File: config.mk
export PLATFORM = sky130hd
export DESIGN_NAME = uart_tx_frame_gen
export DESIGN_NICKNAME = d
export VERILOG_FILES = /design/src/rtl/uart_tx_pkg.sv /design/src/rtl/uart_parity_gen.sv /design/src/rtl/uart_tx_frame_gen.sv
export SDC_FILE = /design/constraint.sdc
export NUM_CORES = 1
export LEC_CHECK = 0
export BUFFER_PORTS_ARGS = -buffer_cell sky130_fd_sc_hd__buf_4
export CORE_ASPECT_RATIO = 0.5
export CORE_MARGIN = 2
export CORE_UTILIZATION = 30
export DETAILED_ROUTE_END_ITERATION = 8
export PLACE_DENSITY_LB_ADDON = 0.2
export SLEW_MARGIN = 20
export SYNTH_ARGS = -nofsm -noshare
export SYNTH_HDL_FRONTEND = slang
export SYNTH_SLANG_ARGS = --single-unit
File: constraint.sdc
create_clock -name i_clk -period 2.82 [get_ports i_clk]
set_input_delay 0.141 -clock i_clk [delete_from_list [all_inputs] [get_ports i_clk]]
set_output_delay 0.141 -clock i_clk [all_outputs]
set_load 0.05 [all_outputs]
File: src/rtl/uart_tx_pkg.sv
// Shared definitions for the UART transmit path: FSM states, line levels,
// parity selectors and the per-frame configuration bundle.
package uart_tx_pkg;

    typedef enum logic [2:0] {
        S_IDLE   = 3'd0,
        S_ARM    = 3'd1,
        S_START  = 3'd2,
        S_DATA   = 3'd3,
        S_PARITY = 3'd4,
        S_STOP1  = 3'd5,
        S_STOP2  = 3'd6
    } tx_state_e;

    localparam logic START_BIT = 1'b0;
    localparam logic STOP_BIT  = 1'b1;

    localparam logic PAR_EVEN  = 1'b0;
    localparam logic PAR_ODD   = 1'b1;

    // Frame options captured with the data word. The parity bit itself is
    // stored rather than the parity type, so it is computed once at accept.
    typedef struct packed {
        logic par_en;
        logic par_bit;
        logic stop2;
        logic msb_first;
    } frame_cfg_t;

endpackage

File: src/rtl/uart_parity_gen.sv
// Combinational parity generator, shared by the TX frame generator and the
// RX parity checker.
module uart_parity_gen
    import uart_tx_pkg::*;
#(
    parameter int DATA_W = 8
) (
    input  logic [DATA_W-1:0] i_data,
    input  logic              i_par_typ,
    output logic              o_par_bit
);

    // Even parity is the plain XOR reduction; odd parity inverts it.
    always_comb begin
        o_par_bit = (^i_data) ^ (i_par_typ == PAR_ODD);
    end

endmodule

File: src/rtl/uart_tx_frame_gen.sv
// UART transmit frame generator: accepts a parallel word over valid/ready,
// then emits start, data, optional parity and one or two stop bits on a
// registered line output, one bit per BIT_TICK. A one-deep pending register
// lets the next frame start directly after the last stop bit.
module uart_tx_frame_gen
    import uart_tx_pkg::*;
#(
    parameter int DATA_W = 8
) (
    input  logic              i_clk,
    input  logic              i_rst,
    input  logic              i_bit_tick,
    input  logic [DATA_W-1:0] i_p_data,
    input  logic              i_data_valid,
    output logic              o_data_ready,
    input  logic              i_par_en,
    input  logic              i_par_typ,
    input  logic              i_stop_2,
    input  logic              i_msb_first,
    output logic              o_tx_out,
    output logic              o_busy,
    output logic              o_frame_done
);

    localparam int              CNT_W    = $clog2(DATA_W);
    localparam logic [CNT_W-1:0] LAST_BIT = CNT_W'(DATA_W - 1);

    // Active frame state
    tx_state_e         r_state;
    logic              r_tx;
    logic              r_done;
    logic              r_live;
    logic [DATA_W-1:0] r_shift;
    logic [CNT_W-1:0]  r_cnt;
    frame_cfg_t        r_cfg;

    // One-deep pending word accepted during the final stop bit
    logic              r_pend_vld;
    logic [DATA_W-1:0] r_pend_data;
    frame_cfg_t        r_pend_cfg;

    logic              w_par_bit;
    frame_cfg_t        w_in_cfg;
    logic              w_final_stop;
    logic              w_ready;
    logic              w_accept;
    logic              w_frame_end;
    logic              w_next_bit;
    logic [DATA_W-1:0] w_shifted;

    uart_parity_gen #(
        .DATA_W (DATA_W)
    ) u_parity (
        .i_data    (i_p_data),
        .i_par_typ (i_par_typ),
        .o_par_bit (w_par_bit)
    );

    // Decode of handshake, final-stop position and the next data bit
    always_comb begin
        w_in_cfg.par_en    = i_par_en;
        w_in_cfg.par_bit   = w_par_bit;
        w_in_cfg.stop2     = i_stop_2;
        w_in_cfg.msb_first = i_msb_first;

        w_final_stop = ((r_state == S_STOP1) && !r_cfg.stop2) || (r_state == S_STOP2);
        // r_live holds ready low while in reset and for no longer
        w_ready      = r_live && ((r_state == S_IDLE) || (w_final_stop && !r_pend_vld));
        w_accept     = i_data_valid && w_ready;
        w_frame_end  = i_bit_tick && w_final_stop;

        w_next_bit   = r_cfg.msb_first ? r_shift[DATA_W-1] : r_shift[0];
        w_shifted    = r_cfg.msb_first ? (r_shift << 1) : (r_shift >> 1);
    end

    // Frame FSM: state, line output, bit counter, shifter and pending slot
    always_ff @(posedge i_clk) begin
        if (i_rst) begin
            r_state     <= S_IDLE;
            r_tx        <= STOP_BIT;
            r_done      <= 1'b0;
            r_live      <= 1'b0;
            r_shift     <= '0;
            r_cnt       <= '0;
            r_cfg       <= '0;
            r_pend_vld  <= 1'b0;
            r_pend_data <= '0;
            r_pend_cfg  <= '0;
        end else begin
            r_live <= 1'b1;
            r_done <= 1'b0;

            // A word accepted mid-frame waits in the pending slot unless the
            // same edge ends the frame, in which case it is launched directly.
            if (w_accept && (r_state != S_IDLE) && !w_frame_end) begin
                r_pend_vld  <= 1'b1;
                r_pend_data <= i_p_data;
                r_pend_cfg  <= w_in_cfg;
            end

            case (r_state)
                S_IDLE: begin
                    // A tick coincident with accept is deliberately ignored
                    if (w_accept) begin
                        r_shift <= i_p_data;
                        r_cfg   <= w_in_cfg;
                        r_state <= S_ARM;
                    end
                end
                S_ARM: begin
                    if (i_bit_tick) begin
                        r_tx    <= START_BIT;
                        r_state <= S_START;
                    end
                end
                S_START: begin
                    if (i_bit_tick) begin
                        r_tx    <= w_next_bit;
                        r_shift <= w_shifted;
                        r_cnt   <= '0;
                        r_state <= S_DATA;
                    end
                end
                S_DATA: begin
                    if (i_bit_tick) begin
                        if (r_cnt == LAST_BIT) begin
                            if (r_cfg.par_en) begin
                                r_tx    <= r_cfg.par_bit;
                                r_state <= S_PARITY;
                            end else begin
                                r_tx    <= STOP_BIT;
                                r_state <= S_STOP1;
                            end
                        end else begin
                            r_tx    <= w_next_bit;
                            r_shift <= w_shifted;
                            r_cnt   <= r_cnt + 1'b1;
                        end
                    end
                end
                S_PARITY: begin
                    if (i_bit_tick) begin
                        r_tx    <= STOP_BIT;
                        r_state <= S_STOP1;
                    end
                end
                S_STOP1, S_STOP2: begin
                    if (i_bit_tick) begin
                        if (!w_final_stop) begin
                            r_tx    <= STOP_BIT;
                            r_state <= S_STOP2;
                        end else begin
                            r_done     <= 1'b1;
                            r_pend_vld <= 1'b0;
                            if (r_pend_vld || w_accept) begin
                                // Back-to-back: skip ARM and the idle bit
                                r_shift <= r_pend_vld ? r_pend_data : i_p_data;
                                r_cfg   <= r_pend_vld ? r_pend_cfg  : w_in_cfg;
                                r_tx    <= START_BIT;
                                r_state <= S_START;
                            end else begin
                                r_tx    <= STOP_BIT;
                                r_state <= S_IDLE;
                            end
                        end
                    end
                end
                default: begin
                    r_tx    <= STOP_BIT;
                    r_state <= S_IDLE;
                end
            endcase
        end
    end

    // Outputs are registered or decoded from registered state only
    always_comb begin
        o_data_ready = w_ready;
        o_tx_out     = r_tx;
        o_busy       = (r_state != S_IDLE);
        o_frame_done = r_done;
    end

endmodule

Word level (Yosys, flattened, before mapping)

Index checks and enable logic that the tools add are counted.

Flip-flop bits (word level): 34
Latch bits: 0
Memory bits (writable): 0
Memory bits (read-only): 0
Input port bits: 16
Output and inout port bits: 4
Logic and storage cells: 112
Memories kept: 0

$add $sub $neg: 1
$mul: 0
Div/mod/pow operators: 0
$lt $le $gt $ge: 0
Equal/unequal tests: 17
Shifts and indexed selects: 0
Mux-type cells: 48
Bitwise gates (word level): 4
Reduce and logical (&&, ||, !) cells: 26

Operators by type and width:

| cell                                                                  | number |
|---|---|
| 8-bit two-way mux                                                     | 9 |
| 3-bit two-way mux                                                     | 11 |
| 8-bit one-hot mux with 4 select lines                                 | 1 |
| 4-bit two-way mux                                                     | 5 |
| 2-bit != test, second input constant                                  | 10 |
| 3-bit one-hot mux with 6 select lines                                 | 1 |
| 1-bit two-way mux                                                     | 17 |
| 3-bit equality test, second input constant                            | 4 |
| 4-bit one-hot mux with 2 select lines                                 | 1 |
| 8-bit AND reduction                                                   | 1 |
| 8-bit parity                                                          | 1 |
| 1-bit logical AND                                                     | 7 |
| 7-bit AND reduction                                                   | 1 |
| 3-bit by 2-bit equality test with 1-bit output, second input constant | 2 |
| 1-bit one-hot mux with 6 select lines                                 | 1 |
| 3-bit one-hot mux with 2 select lines                                 | 1 |
| 6-bit AND reduction                                                   | 1 |
| 5-bit AND reduction                                                   | 1 |
| 4-bit AND reduction                                                   | 1 |
| 2-bit nonzero test                                                    | 2 |
| 4-bit nonzero test                                                    | 1 |
| 3-bit by 1-bit adder with 3-bit output, second input constant         | 1 |
| 3-bit by 1-bit equality test with 1-bit output, second input constant | 1 |
| 1-bit zero test                                                       | 3 |
| 8 further kinds                                                       | 12 |

Depth between registers and ports, before layout

Depth in word-level cells: 13
Gate-level depth with buffers: 8
Gate-level depth less buffers: 7

Cells and area by module

From an unflattened synthesis, not the netlist that was laid out.

Cells, all modules: 210
Area, all modules: 1890.6 sq um

Modules (own cells, without submodules):

| module            | times used | cells each | area each (sq um) |
|---|---|---|---|
| uart_tx_frame_gen | 1          | 203        | 1808.0 |
| uart_parity_gen   | 1          | 7          | 82.6 |

Least setup slack after synthesis

Ideal clock, no wire load.

Path type: reg-to-reg
Start: register r_cnt[0]
End: register r_shift[6]
Arrival time: 1.953 ns
Data required time: 2.741 ns
Slack: 0.788 ns
Stages on the path, launching flop included: 9
Buffers on the path: 1
Clock period less this slack: 2.032 ns
Cell sequence: dfxtp_1 > ha_1 > ha_1 > nand2b_1 > a21o_1 > a2111oi_4 > buf_6 > nor2_1 > a211oi_2

Cells in the longest elaborated chain, start to end: 3

RTL lines:

| item                          | RTL line                 | source |
|---|---|---|
| start, declared               | uart_tx_frame_gen.sv:34  | `logic [CNT_W-1:0] r_cnt;` |
| start signal, assigned        | uart_tx_frame_gen.sv:137 | `r_cnt <= r_cnt + 1'b1;` |
| 3-bit equality test           | uart_tx_frame_gen.sv:126 | `if (r_cnt == LAST_BIT) begin` |
| 2-bit != test (no line)       | -                        |  |
| 8-bit AND reduction (no line) | -                        |  |
| end signal, assigned          | uart_tx_frame_gen.sv:119 | `r_shift <= w_shifted;` |
| end signal, assigned          | uart_tx_frame_gen.sv:136 | `r_shift <= w_shifted;` |
| end signal, assigned          | uart_tx_frame_gen.sv:157 | `r_shift <= r_pend_vld ? r_pend_data : i_p_data;` |
| end, declared                 | uart_tx_frame_gen.sv:33  | `logic [DATA_W-1:0] r_shift;` |

Every way passes these cells.
A chain may end at the register's enable or synchronous reset.

Worst setup path after layout

Start: register r_state[0]
End: output o_data_ready

Cells in the longest elaborated chain, start to end: 6
Elaborated cells between the ends (all ways): 8

RTL lines:

| item                   | RTL line                 | source |
|---|---|---|
| start, declared        | uart_tx_frame_gen.sv:29  | `tx_state_e r_state;` |
| start signal, assigned | uart_tx_frame_gen.sv:79  | `r_state <= S_IDLE;` |
| start signal, assigned | uart_tx_frame_gen.sv:107 | `r_state <= S_ARM;` |
| start signal, assigned | uart_tx_frame_gen.sv:113 | `r_state <= S_START;` |
| 3-bit equality test    | uart_tx_frame_gen.sv:66  | `w_final_stop = ((r_state == S_STOP1) && !r_cfg.stop2) \|\| (r_state == S_STOP2);` |
| 1-bit logical AND      | uart_tx_frame_gen.sv:66  |  |
| 1-bit logical OR       | uart_tx_frame_gen.sv:66  |  |
| 1-bit logical AND      | uart_tx_frame_gen.sv:68  | `w_ready = r_live && ((r_state == S_IDLE) \|\| (w_final_stop && !r_pend_vld));` |
| 1-bit logical OR *     | uart_tx_frame_gen.sv:68  |  |
| 1-bit logical AND *    | uart_tx_frame_gen.sv:68  |  |
| end, declared          | uart_tx_frame_gen.sv:15  | `output logic o_data_ready,` |

Every way passes the cells marked *; elsewhere a longest branch is shown, timed or not.

==> flow_metrics.env <==
export IMPL_io_buffers=19
export IMPL_period_minus_slack_ns=2.24
export IMPL_synthCells=215
export IMPL_grt_pass1_vias=1489
export IMPL_grt_max_degree=35
export IMPL_yosysWarnings=0
export IMPL_finalHoldViolCount=0
export IMPL_syn_area_per_cell_um2=9.06
export IMPL_finalWirelength_mm=4.50
export IMPL_dr_max_layer_used="met4"
export IMPL_place_area_um2=2150
export IMPL_vias_per_cell=5.06
export IMPL_final_cell_area_um2=2320
export IMPL_setup_viol=0
export IMPL_dp_hpwl_mm=3.11
export IMPL_grt_pass1_wl_mm=7.62
export IMPL_clk_pin_slew_worst_paths_ns=0.05
export IMPL_synth_edf_count=0
export IMPL_dr_wl_met2_mm=1.93
export IMPL_power_density_nw_per_um2=652
export IMPL_crit_fanout=21
export IMPL_finalCritPeriodShare_pct=79.6
export IMPL_numCtsBuffers=5
export IMPL_io_pins=20
export IMPL_routedWlPerCell_um=14.2
export IMPL_coreArea_um2=6180
export IMPL_diodes=0
export IMPL_min_path_type="input pin to register"
export IMPL_total_power_w=0.00151
export IMPL_dieArea_um2=7190
export IMPL_root_buffer="clkbuf_16"
export IMPL_die_h_um=61.0
export IMPL_cts_sinks=34
export IMPL_ys_types=49
export IMPL_grt_setup_unrepaired="false"
export IMPL_critPathKind="register to output port"
export IMPL_grt_overflow_total=0
export IMPL_final_cell_mix="34 x dfxtp_1, 32 x nor2_1, 25 x buf_4"
export IMPL_fmax_ghz=0.446
export IMPL_tightest_slew_ns=0.721
export IMPL_async_reset_ff_share_pct=0
export IMPL_die_width_um=118
export IMPL_start_util_pct=31.5
export IMPL_post_cts_buffers=0
export IMPL_synth_seq_area_share_pct=34.9
export IMPL_layout_drive_gt1_share_pct=21.7
export IMPL_ant_nets=0
export IMPL_layout_commonest_cell="dfxtp_1"
export IMPL_relSlewSlack_pct=51.9
export IMPL_netlist_area_um2=1950
export IMPL_drc_errors=0
export IMPL_ys_seq_elements=34
export IMPL_post_cts_resized=0
export IMPL_endpoint_kind="output port"
export IMPL_fill_cells=637
export IMPL_leakage_nw=0.876
export IMPL_gp_congestion=0.820
export IMPL_area_growth_synth_to_final_pct=19.3
export IMPL_cap_violations=0
export IMPL_drt_iter0_drc=83
export IMPL_cp_arrival_ns=2.10
export IMPL_clock_latency_ns=0.27
export IMPL_cts_tree="built"
export IMPL_clk_path_buf_depth=2
export IMPL_dr_wl_met3_um=145
export IMPL_track_usage_pct=13.6
export IMPL_vias=1608
export IMPL_critPathLaunchType="register"
export IMPL_setup_tns_ns=0
export IMPL_wl_met1_mm=2.38
export IMPL_finish_net_count=248
export IMPL_synthFlopType="dfxtp_1"
export IMPL_h_tree_depth=2
export IMPL_row_count=20
export IMPL_antenna_found_initial=0
export IMPL_cp_data_required_time_ns=2.68
export IMPL_slew_violations=0
export IMPL_synth_net_count=233
export IMPL_ctsHoldBuffers=0
export IMPL_status="complete, no violations"
export IMPL_firstDrtPassIters=5
export IMPL_ir_drop_mv=0.253
export IMPL_fin_skew_ns=0.00351
-- report_power, final --
group          switching, W  total [W]  internal, W
Sequential        0.0000472   0.000565     0.000518
Combinational      0.000174   0.000323     0.000150
Clock              0.000190   0.000625     0.000435
-- kinds of logic (layout without fill, tap and decap cells) --
| family | after synthesis | count (layout) | share of synthesized area (%) |
|---|---|---|---|
| mux | 25 | 25 | 13.3 |
| buf+inv | 22 | 37 | 5.65 |
| flops | 34 | 34 | 34.9 |
| compound gates | 55 | 55 | 21.8 |
| xor+xnor | 8 | 8 | 4.30 |
| simple gates | 69 | 69 | 18.8 |
| fa+ha+maj | 2 | 2 | 1.28 |
-- metal layers --
metal	up-vias	global-route usage [%]
met5	-	0
li1	822	-
met4	0	4.13
met3	4	3.38
met1	753	19.3
met2	29	20.6
-- worst max-delay path: stages (launching register included) --
cell and delay, ns:
dfxtp_1 0.78, and2b_1 0.29, nor2_1 0.23, o21ai_0 0.17, and2_1 0.18, buf_4 0.18
-- registers in the layout, summed over array words and instances (netlist names) --
| name | count |
|---|---|
| r_pend_data | 8 |
| r_shift | 8 |
| r_cfg | 4 |
| r_pend_cfg | 4 |
| r_cnt | 3 |
| r_state | 3 |
| o_frame_done | 1 |
| o_tx_out | 1 |
| r_live | 1 |
| r_pend_vld | 1 |
-- worst paths after layout --
check	start	endpoint	slack [ns]	cells past startpoint
worst min register to register	r_cnt[1]	r_cnt[1]	0.46	2
worst min-delay path	i_stop_2	r_pend_cfg[1]	0.11	3
worst max-delay path	r_state[0]	o_data_ready	0.58	5
worst max register to register	r_state[0]	r_shift[7]	0.64	6
-- synth_stat cells, types with 2 or more instances --
| library cell | instances | area share, % |
|---|---|---|
| nor4_1 | 2 | 0.64 |
| nor2b_1 | 2 | 0.64 |
| nand2_1 | 8 | 1.5 |
| mux2_2 | 7 | 4.0 |
| ha_1 | 2 | 1.3 |
| a21oi_1 | 14 | 3.6 |
| dfxtp_1 | 34 | 35 |
| and2_1 | 3 | 0.96 |
| inv_1 | 5 | 0.96 |
| a32oi_1 | 2 | 0.90 |
| xnor2_1 | 6 | 2.7 |
| or2b_1 | 2 | 0.77 |
| o21ai_0 | 8 | 2.1 |
| a211oi_1 | 8 | 3.1 |
| buf_6 | 3 | 1.7 |
| a222oi_1 | 7 | 3.6 |
| nor2_1 | 32 | 6.2 |
| mux2i_1 | 18 | 9.2 |
| a211oi_2 | 2 | 1.3 |
| nand3_1 | 6 | 1.5 |
| and2b_1 | 2 | 0.77 |
| clkbuf_1 | 9 | 1.7 |
| nor3_1 | 3 | 0.77 |
| nand2b_1 | 2 | 0.64 |
| buf_2 | 4 | 1.0 |
-- stage by stage --
stage / instances / worst slack, ns / hold WS, ns / util, %
finish: 318 / 0.577 / 0.113 / 37.6
global route: 318 / 0.479 / 0.121 / 37.6
CTS: 318 / 0.591 / 0.111 / 37.6
detailed placement: 311 / 0.664 / 0.398 / 34.9
global placement: 311 / 0.737 / 0.392 / 34.9
floorplan: 215 / 0.788 / 0.288 / -
-- area by class of cell --
class	count	area [um^2]	share of cell area, %
Clock inverter	1	30.0	1.29
Inverter	5	18.8	0.808
Tap cell	88	110	4.74
Multi-Input combinational cell	159	1160	49.8
Clock buffer	6	139	5.98
Sequential cell	34	681	29.3
Timing Repair Buffer	25	188	8.08
Power figures use the tool's default switching activity.
